### config.mk
export PLATFORM = sky130hd
export DESIGN_NAME = cp0_regfile
export DESIGN_NICKNAME = d
export VERILOG_FILES = /design/src/rtl/cp0_pkg.sv /design/src/rtl/cp0_timer.sv /design/src/rtl/cp0_regfile.sv
export SDC_FILE = /design/constraint.sdc
export NUM_CORES = 1
export LEC_CHECK = 0
export ABC_AREA = 1
export BUFFER_PORTS_ARGS = -buffer_cell sky130_fd_sc_hd__buf_2
export CORE_ASPECT_RATIO = 1.75
export CORE_MARGIN = 2
export CORE_UTILIZATION = 24
export CTS_BUF_LIST = sky130_fd_sc_hd__clkbuf_4 sky130_fd_sc_hd__clkbuf_8
export CTS_CLUSTER_DIAMETER = 50
export CTS_CLUSTER_SIZE = 25
export DETAILED_ROUTE_END_ITERATION = 6
export PLACE_DENSITY = 0.55
export SLEW_MARGIN = 20
export SYNTH_ARGS = -nofsm -noshare
export SYNTH_HDL_FRONTEND = slang
export SYNTH_SLANG_ARGS = --single-unit
### constraint.sdc
create_clock -name clk -period 5.6 [get_ports clk]
set_clock_uncertainty 0.15 [all_clocks]
set_input_delay 0.28 -clock clk [delete_from_list [all_inputs] [get_ports clk]]
set_output_delay 0.28 -clock clk [all_outputs]
set_load 0.02 [all_outputs]
### src/rtl/cp0_pkg.sv
// Shared CP0 register numbers, exception codes, field positions and write masks.
package cp0_pkg;

    localparam logic [4:0] CP0_BADVADDR = 5'd8;
    localparam logic [4:0] CP0_COUNT    = 5'd9;
    localparam logic [4:0] CP0_COMPARE  = 5'd11;
    localparam logic [4:0] CP0_STATUS   = 5'd12;
    localparam logic [4:0] CP0_CAUSE    = 5'd13;
    localparam logic [4:0] CP0_EPC      = 5'd14;

    localparam logic [31:0] EXC_INT  = 32'h01;
    localparam logic [31:0] EXC_ADEL = 32'h04;
    localparam logic [31:0] EXC_ADES = 32'h05;
    localparam logic [31:0] EXC_SYS  = 32'h08;
    localparam logic [31:0] EXC_BP   = 32'h09;
    localparam logic [31:0] EXC_RI   = 32'h0A;
    localparam logic [31:0] EXC_OV   = 32'h0C;
    localparam logic [31:0] EXC_ERET = 32'h0E;

    localparam int unsigned STATUS_EXL   = 1;
    localparam int unsigned CAUSE_BD     = 31;
    localparam int unsigned CAUSE_IP_HI  = 15;
    localparam int unsigned CAUSE_IP_LO  = 10;
    localparam int unsigned CAUSE_EXC_HI = 6;
    localparam int unsigned CAUSE_EXC_LO = 2;

    localparam logic [31:0] STATUS_WMASK = 32'h0000_FF03;
    localparam logic [31:0] CAUSE_WMASK  = 32'h0000_0300;

    function automatic logic [31:0] masked_write(input logic [31:0] old_val,
                                                 input logic [31:0] new_val,
                                                 input logic [31:0] mask);
        return (old_val & ~mask) | (new_val & mask);
    endfunction

endpackage

### src/rtl/cp0_timer.sv
// Count/Compare pair with the Count prescaler and the sticky timer interrupt.
module cp0_timer
    import cp0_pkg::*;
#(
    parameter int unsigned COUNT_DIV = 2
) (
    input  logic        clk,
    input  logic        rst,
    input  logic        count_we,
    input  logic        compare_we,
    input  logic [31:0] wdata,
    output logic [31:0] count,
    output logic [31:0] compare,
    output logic        timer_int
);

    logic phase;

    always_ff @(posedge clk or posedge rst) begin
        if (rst) begin
            count <= '0;
            phase <= 1'b0;
        end else if (count_we) begin
            count <= wdata;
            phase <= 1'b0;
        end else begin
            if (COUNT_DIV == 1 || phase)
                count <= count + 32'd1;
            phase <= (COUNT_DIV == 1) ? 1'b0 : ~phase;
        end
    end

    // A Compare write acknowledges the interrupt and beats a same-cycle match.
    always_ff @(posedge clk or posedge rst) begin
        if (rst) begin
            compare   <= '0;
            timer_int <= 1'b0;
        end else if (compare_we) begin
            compare   <= wdata;
            timer_int <= 1'b0;
        end else if (count == compare) begin
            timer_int <= 1'b1;
        end
    end

endmodule

### src/rtl/cp0_regfile.sv
// Coprocessor-0 register file: MTC0/MFC0 access, exception/ERET commit, timer interrupt.
module cp0_regfile
    import cp0_pkg::*;
#(
    parameter int unsigned COUNT_DIV    = 2,
    parameter logic [31:0] STATUS_RESET = 32'h0040_0000
) (
    input  logic        clk,
    input  logic        rst,
    input  logic        we,
    input  logic [4:0]  waddr,
    input  logic [31:0] wdata,
    input  logic [4:0]  raddr,
    output logic [31:0] rdata,
    input  logic [5:0]  ext_int,
    input  logic [31:0] excepttype,
    input  logic [31:0] except_inst_addr,
    input  logic [31:0] except_bad_addr,
    input  logic        except_in_delayslot,
    output logic [31:0] cp0_status,
    output logic [31:0] cp0_cause,
    output logic [31:0] cp0_epc,
    output logic [31:0] cp0_badvaddr,
    output logic [31:0] cp0_count,
    output logic [31:0] cp0_compare,
    output logic        timer_int
);

    logic        exc_commit;
    logic        eret_commit;
    logic [31:0] status_nxt;
    logic [31:0] cause_nxt;
    logic [31:0] epc_nxt;
    logic [31:0] badvaddr_nxt;

    assign exc_commit  = (excepttype != '0) && (excepttype != EXC_ERET);
    assign eret_commit = (excepttype == EXC_ERET);

    cp0_timer #(
        .COUNT_DIV (COUNT_DIV)
    ) u_timer (
        .clk        (clk),
        .rst        (rst),
        .count_we   (we && waddr == CP0_COUNT),
        .compare_we (we && waddr == CP0_COMPARE),
        .wdata      (wdata),
        .count      (cp0_count),
        .compare    (cp0_compare),
        .timer_int  (timer_int)
    );

    // MTC0 is applied first, then commit/ERET overwrite only the fields they own.
    always_comb begin
        status_nxt   = cp0_status;
        cause_nxt    = cp0_cause;
        epc_nxt      = cp0_epc;
        badvaddr_nxt = cp0_badvaddr;

        if (we && waddr == CP0_STATUS)
            status_nxt = masked_write(cp0_status, wdata, STATUS_WMASK);
        if (we && waddr == CP0_CAUSE)
            cause_nxt = masked_write(cp0_cause, wdata, CAUSE_WMASK);
        if (we && waddr == CP0_EPC)
            epc_nxt = wdata;

        cause_nxt[CAUSE_IP_HI:CAUSE_IP_LO] = {ext_int[5] | timer_int, ext_int[4:0]};

        if (exc_commit) begin
            if (!cp0_status[STATUS_EXL]) begin
                epc_nxt             = except_in_delayslot ? except_inst_addr - 32'd4
                                                          : except_inst_addr;
                cause_nxt[CAUSE_BD] = except_in_delayslot;
            end
            status_nxt[STATUS_EXL] = 1'b1;
            cause_nxt[CAUSE_EXC_HI:CAUSE_EXC_LO] =
                (excepttype == EXC_INT) ? 5'd0 : excepttype[4:0];
            if (excepttype == EXC_ADEL || excepttype == EXC_ADES)
                badvaddr_nxt = except_bad_addr;
        end else if (eret_commit) begin
            status_nxt[STATUS_EXL] = 1'b0;
        end
    end

    always_ff @(posedge clk or posedge rst) begin
        if (rst) begin
            cp0_status   <= STATUS_RESET;
            cp0_cause    <= '0;
            cp0_epc      <= '0;
            cp0_badvaddr <= '0;
        end else begin
            cp0_status   <= status_nxt;
            cp0_cause    <= cause_nxt;
            cp0_epc      <= epc_nxt;
            cp0_badvaddr <= badvaddr_nxt;
        end
    end

    always_comb begin
        rdata = '0;
        case (raddr)
            CP0_BADVADDR: rdata = cp0_badvaddr;
            CP0_COUNT:    rdata = cp0_count;
            CP0_COMPARE:  rdata = cp0_compare;
            CP0_STATUS:   rdata = cp0_status;
            CP0_CAUSE:    rdata = cp0_cause;
            CP0_EPC:      rdata = cp0_epc;
            default:      rdata = '0;
        endcase
    end

endmodule

==> results <==
- The number of antenna violations at the first check in global routing is 1.
- The largest net degree at the start of global routing is 65.
- The total setup violations reported at the end of the flow is 0.
- The peak per-stage delay on the critical path is 0.92 ns.
- The hold violation total from the final report was 0.
- For the worst flop-to-flop path, the logic depth is 5.
- The wire-length estimate of the detail-placed layout is 39900 um.
- Once placement completed, the tool counted placed cells totaling 2285.
- The non-filler instance count after layout is 2403.
- For this design the ratio of total power to cell area is 303 mW/mm^2.
- The number of flip-flops and latches in the synthesized netlist is 154.
- The largest fanout on the critical path is 27.
- The die area is 0.0438 mm^2.
- In this run the tightest slew margin relative to its limit is 25.0%.
- The tool flagged a number of max-cap violations equal to 0.
- The number of buffers on the longest clock path is 2.
- The largest vdd supply drop is 155 uV.
- The warning count from the yosys run is 0.
- The final antenna-violating net count is 0.
- The total of buffers placed on input and output ports is 332.
- The sequential fraction of design power is 42.5%.
- The critical path startpoint category is an input port.
- The top-area cell type share of the netlist area is 38.2%.
- The data arrival time at the worst-slack endpoint is 2.76 ns.
- The first global-routing pass estimated 71500 um of wire.
- The synthesized area divided by synthesized cell count is 6.99 um^2.
- The kind of end point of the critical path is an output port.
- Yosys attributes the largest share of cell area to sky130_fd_sc_hd__dfrtp_1 38%, sky130_fd_sc_hd__nand2_1 18%, sky130_fd_sc_hd__inv_1 5.5%.
- The master of the slowest instance on the critical path is sky130_fd_sc_hd__clkinv_1.
- The global-route congestion overflow total is 0.
- The worst path uses 56.9% of the clock period.
- The iteration count of the initial detailed-routing pass is 6.
- The final estimated routing congestion in global placement is 0.955.
- The internal portion of the total power is 0.00221 W.
- The fraction of power spent switching nets is 45.4%.
- Dividing the detail-routed via count by the number of cells gives 4.70.
- The reported net switching power is 0.00184 W.
- The synthesized netlist contains 43 unique library cells.
- Sequential elements use 38.2% of the synthesized area.
- The share of power burned in combinational logic is 36.5%.
- In this run, synthesis inferred 0 flip-flops with an integrated enable.
- The largest total area in the synthesized netlist belongs to sky130_fd_sc_hd__dfrtp_1.
- The number of cells on the worst hold path is 5.
- The critical path goes through buf_2 -> nand2_1 -> inv_1 -> nand3_1 -> clkinv_1 -> nand2_1 -> o21ai_0 -> a21oi_1 -> o211ai_1 -> buf_2.
- The slew at the pin with the worst max-slew slack is 1.12 ns.
- In this run the count of I/O pins placed on the die edge is 373.
- Global routing used 22.1% of the available tracks.
- The static leakage is 6.93 nW.
- The number of core rows is 99.
- The vertical die dimension is 275 um.
- By startpoint and endpoint, the worst setup path is classified as input port to output port.
- The ratio of cells with drive above 1 in the final layout is 23.2%.
- The number of H-tree levels is 4.
- The post-route setup TNS is 0 ns.
- At the end of the flow, the number of nets in the layout was 1984.
- The clock power share is 21.0%.
- The area of the mapped netlist is 0.0101 mm^2.
- The post-detailed-routing wire length is 49600 um.
- The total core area is 0.0416 mm^2.
- At the later pin of the worst-skew pair, clock insertion delay measures 0.49 ns.
- The number of clock sinks seen by CTS is 154.
- Setup repair after global routing left no endpoint under its margin.
- The routed wirelength normalized by instance count is 20.6 um.
- The flow ran to the end, and the final reports show no timing, DRC or antenna violations.
- The final number of max-transition violations is 0.
- The initial cell density of the core is 24.3%.
- The initial DRC count is 766.
- The die is 159 um wide.
- The number of global-route vias before repair is 11011.
- TritonCTS built the clock tree.
- The fraction of registers with async set or reset after synthesis is 100%.
- The shortest period the worst path allows is 3.19 ns.
- The gate count of the mapped netlist is 1444.
- Clock tree synthesis selected as its root buffer the cell sky130_fd_sc_hd__clkbuf_8.
- Derived from the worst setup path, the maximum achievable clock frequency is 314 MHz.
- Counting the buffers created by CTS gives 17.
- In the routed design, unresolved DRC markers number 0.
- The overall via count from detail_route is 11291.
- The tightest min-delay check is of the input port to flip-flop type.
- The area growth from synthesis to layout is 32.3%.
- For the worst setup path, the data required time is 5.17 ns.
- The flip-flop cell with the highest count after synthesis is sky130_fd_sc_hd__dfrtp_1.
- After clock tree synthesis, the clock-pin slew on the worst setup and hold paths is 0.09 ns.
[placed cells by master (no fill, tap or decap), drive strengths merged, types with 10 or more instances in the layout]
cell / instances
o22ai: 17
dfrtp: 154
nor2: 145
dlygate4sd3: 85
a21oi: 18
xor2: 28
clkinv: 12
xnor2: 35
o21ai: 102
inv: 154
clkbuf: 19
nand3: 90
buf: 343
nand4: 23
nand2: 491
conb: 40
o21bai: 10
o211ai: 22
a22oi: 24
nor3: 13
[area by class of cell]
class / instances / area [um^2]
antenna: 1 / 2.50
clock buffer: 19 / 255
clock inverter: 13 / 119
fill: 4651 / 28300
inverter: 155 / 587
multi-input combinational: 1078 / 5250
sequential: 154 / 3850
tap: 555 / 694
timing repair buffer: 428 / 2590
[per-layer routing]
metal	vias up	GRT usage [%]	part of all wire [%]	routed length, um
met4	0	12.2	5.4	2690
met3	120	4.31	6.0	2990
li1	5307	-	-	-
met5	-	0	0	0
met2	495	40.3	52	25700
met1	5369	24.1	37	18300
[path summary, 6_finish.rpt]
path / startpoint / to / slack (ns)
max in group asynchronous: rst / u_timer.compare[23] / 3.86
setup reg to reg: u_timer.phase / u_timer.count[14] / 3.31
setup / recovery: raddr[2] / rdata[6] / 2.41
min in group asynchronous: rst / cp0_badvaddr[12] / 0.20
hold / removal: except_inst_addr[7] / cp0_epc[7] / 0.04
hold reg to reg: cp0_status[10] / cp0_status[10] / 0.39
[power groups by stage]
stage / Clock, W / Combinational (W) / Sequential [W]
6_report: 0.000850 / 0.00148 / 0.00172
5_1_grt: 0.000912 / 0.00162 / 0.00175
4_1_cts: 0.000870 / 0.00148 / 0.00172
3_5_place_dp: 0 / 0.00143 / 0.00174
3_3_place_gp: 0 / 0.00141 / 0.00174
2_1_floorplan: 0 / 0.000714 / 0.00179
[synth_stat cells (3+ instances only)]
| master | count |
|---|---|
| sky130_fd_sc_hd__a21o_1 | 3 |
| sky130_fd_sc_hd__a21oi_1 | 17 |
| sky130_fd_sc_hd__a22oi_1 | 24 |
| sky130_fd_sc_hd__buf_2 | 11 |
| sky130_fd_sc_hd__buf_4 | 42 |
| sky130_fd_sc_hd__buf_6 | 7 |
| sky130_fd_sc_hd__clkbuf_1 | 30 |
| sky130_fd_sc_hd__clkbuf_2 | 5 |
| sky130_fd_sc_hd__clkinv_1 | 4 |
| sky130_fd_sc_hd__dfrtp_1 | 154 |
| sky130_fd_sc_hd__inv_1 | 147 |
| sky130_fd_sc_hd__inv_2 | 4 |
| sky130_fd_sc_hd__nand2_1 | 474 |
| sky130_fd_sc_hd__nand2_2 | 17 |
| sky130_fd_sc_hd__nand3_1 | 87 |
| sky130_fd_sc_hd__nand3b_1 | 4 |
| sky130_fd_sc_hd__nand4_1 | 21 |
| sky130_fd_sc_hd__nor2_1 | 132 |
| sky130_fd_sc_hd__nor2_2 | 8 |
| sky130_fd_sc_hd__nor2_4 | 5 |
| sky130_fd_sc_hd__nor3_1 | 10 |
| sky130_fd_sc_hd__nor3_2 | 3 |
| sky130_fd_sc_hd__o211ai_1 | 22 |
| sky130_fd_sc_hd__o21ai_0 | 94 |
| sky130_fd_sc_hd__o21ai_1 | 4 |
| sky130_fd_sc_hd__o21ai_2 | 4 |
| sky130_fd_sc_hd__o21bai_1 | 10 |
| sky130_fd_sc_hd__o221ai_1 | 4 |
| sky130_fd_sc_hd__o22ai_1 | 17 |
| sky130_fd_sc_hd__xnor2_1 | 35 |
| sky130_fd_sc_hd__xor2_1 | 28 |
[per-stage QoR]
step           setup WS (ns)  hold WS, ns  total power (W)  area (um^2)  utilization [%]
4_1_cts                 2.44     0.000435          0.00407        13400             32.1
5_1_grt                 2.25       0.0246          0.00428        13400             32.1
3_5_place_dp            2.44        0.218          0.00316        12100             29.1
3_3_place_gp            2.50        0.206          0.00316        12100             29.1
2_1_floorplan           1.02        0.161          0.00251        10200                -
6_report                2.41       0.0391          0.00405        13400             32.1
[critical path, delay by kind of cell]
kind / cells / cell delay (ns)
buffers and inverters: 4 / 1.42
and+or+nand+nor: 3 / 0.65
AOI/OAI and AO/OA: 3 / 0.39
[registers in the layout, indices dropped and copies added (netlist names)]
name,count
cp0_cause,14
cp0_epc,32
cp0_status,10
u_timer.timer_int,1
u_timer.phase,1
u_timer.count,32
cp0_badvaddr,32
u_timer.compare,32
[timing repair]
item                      CTS  global route
buffers inserted            0             0
hold buffers               85             0
hold endpoints to repair  150             0
resized for setup           0             0
[cells by family (layout without fill, tap and decap cells)]
| kind of cell | count (synthesis) | count (layout) | synth area share [%] |
|---|---|---|---|
| compound gates | 203 | 203 | 12.3 |
| buf+inv | 250 | 615 | 11.6 |
| xor+xnor | 63 | 63 | 5.47 |
| simple gates | 770 | 770 | 32.2 |
| flops | 154 | 154 | 38.2 |
| other cells | 2 | 41 | 0.0744 |
| fa+ha+maj | 2 | 2 | 0.248 |
Power figures use the tool's default switching activity.
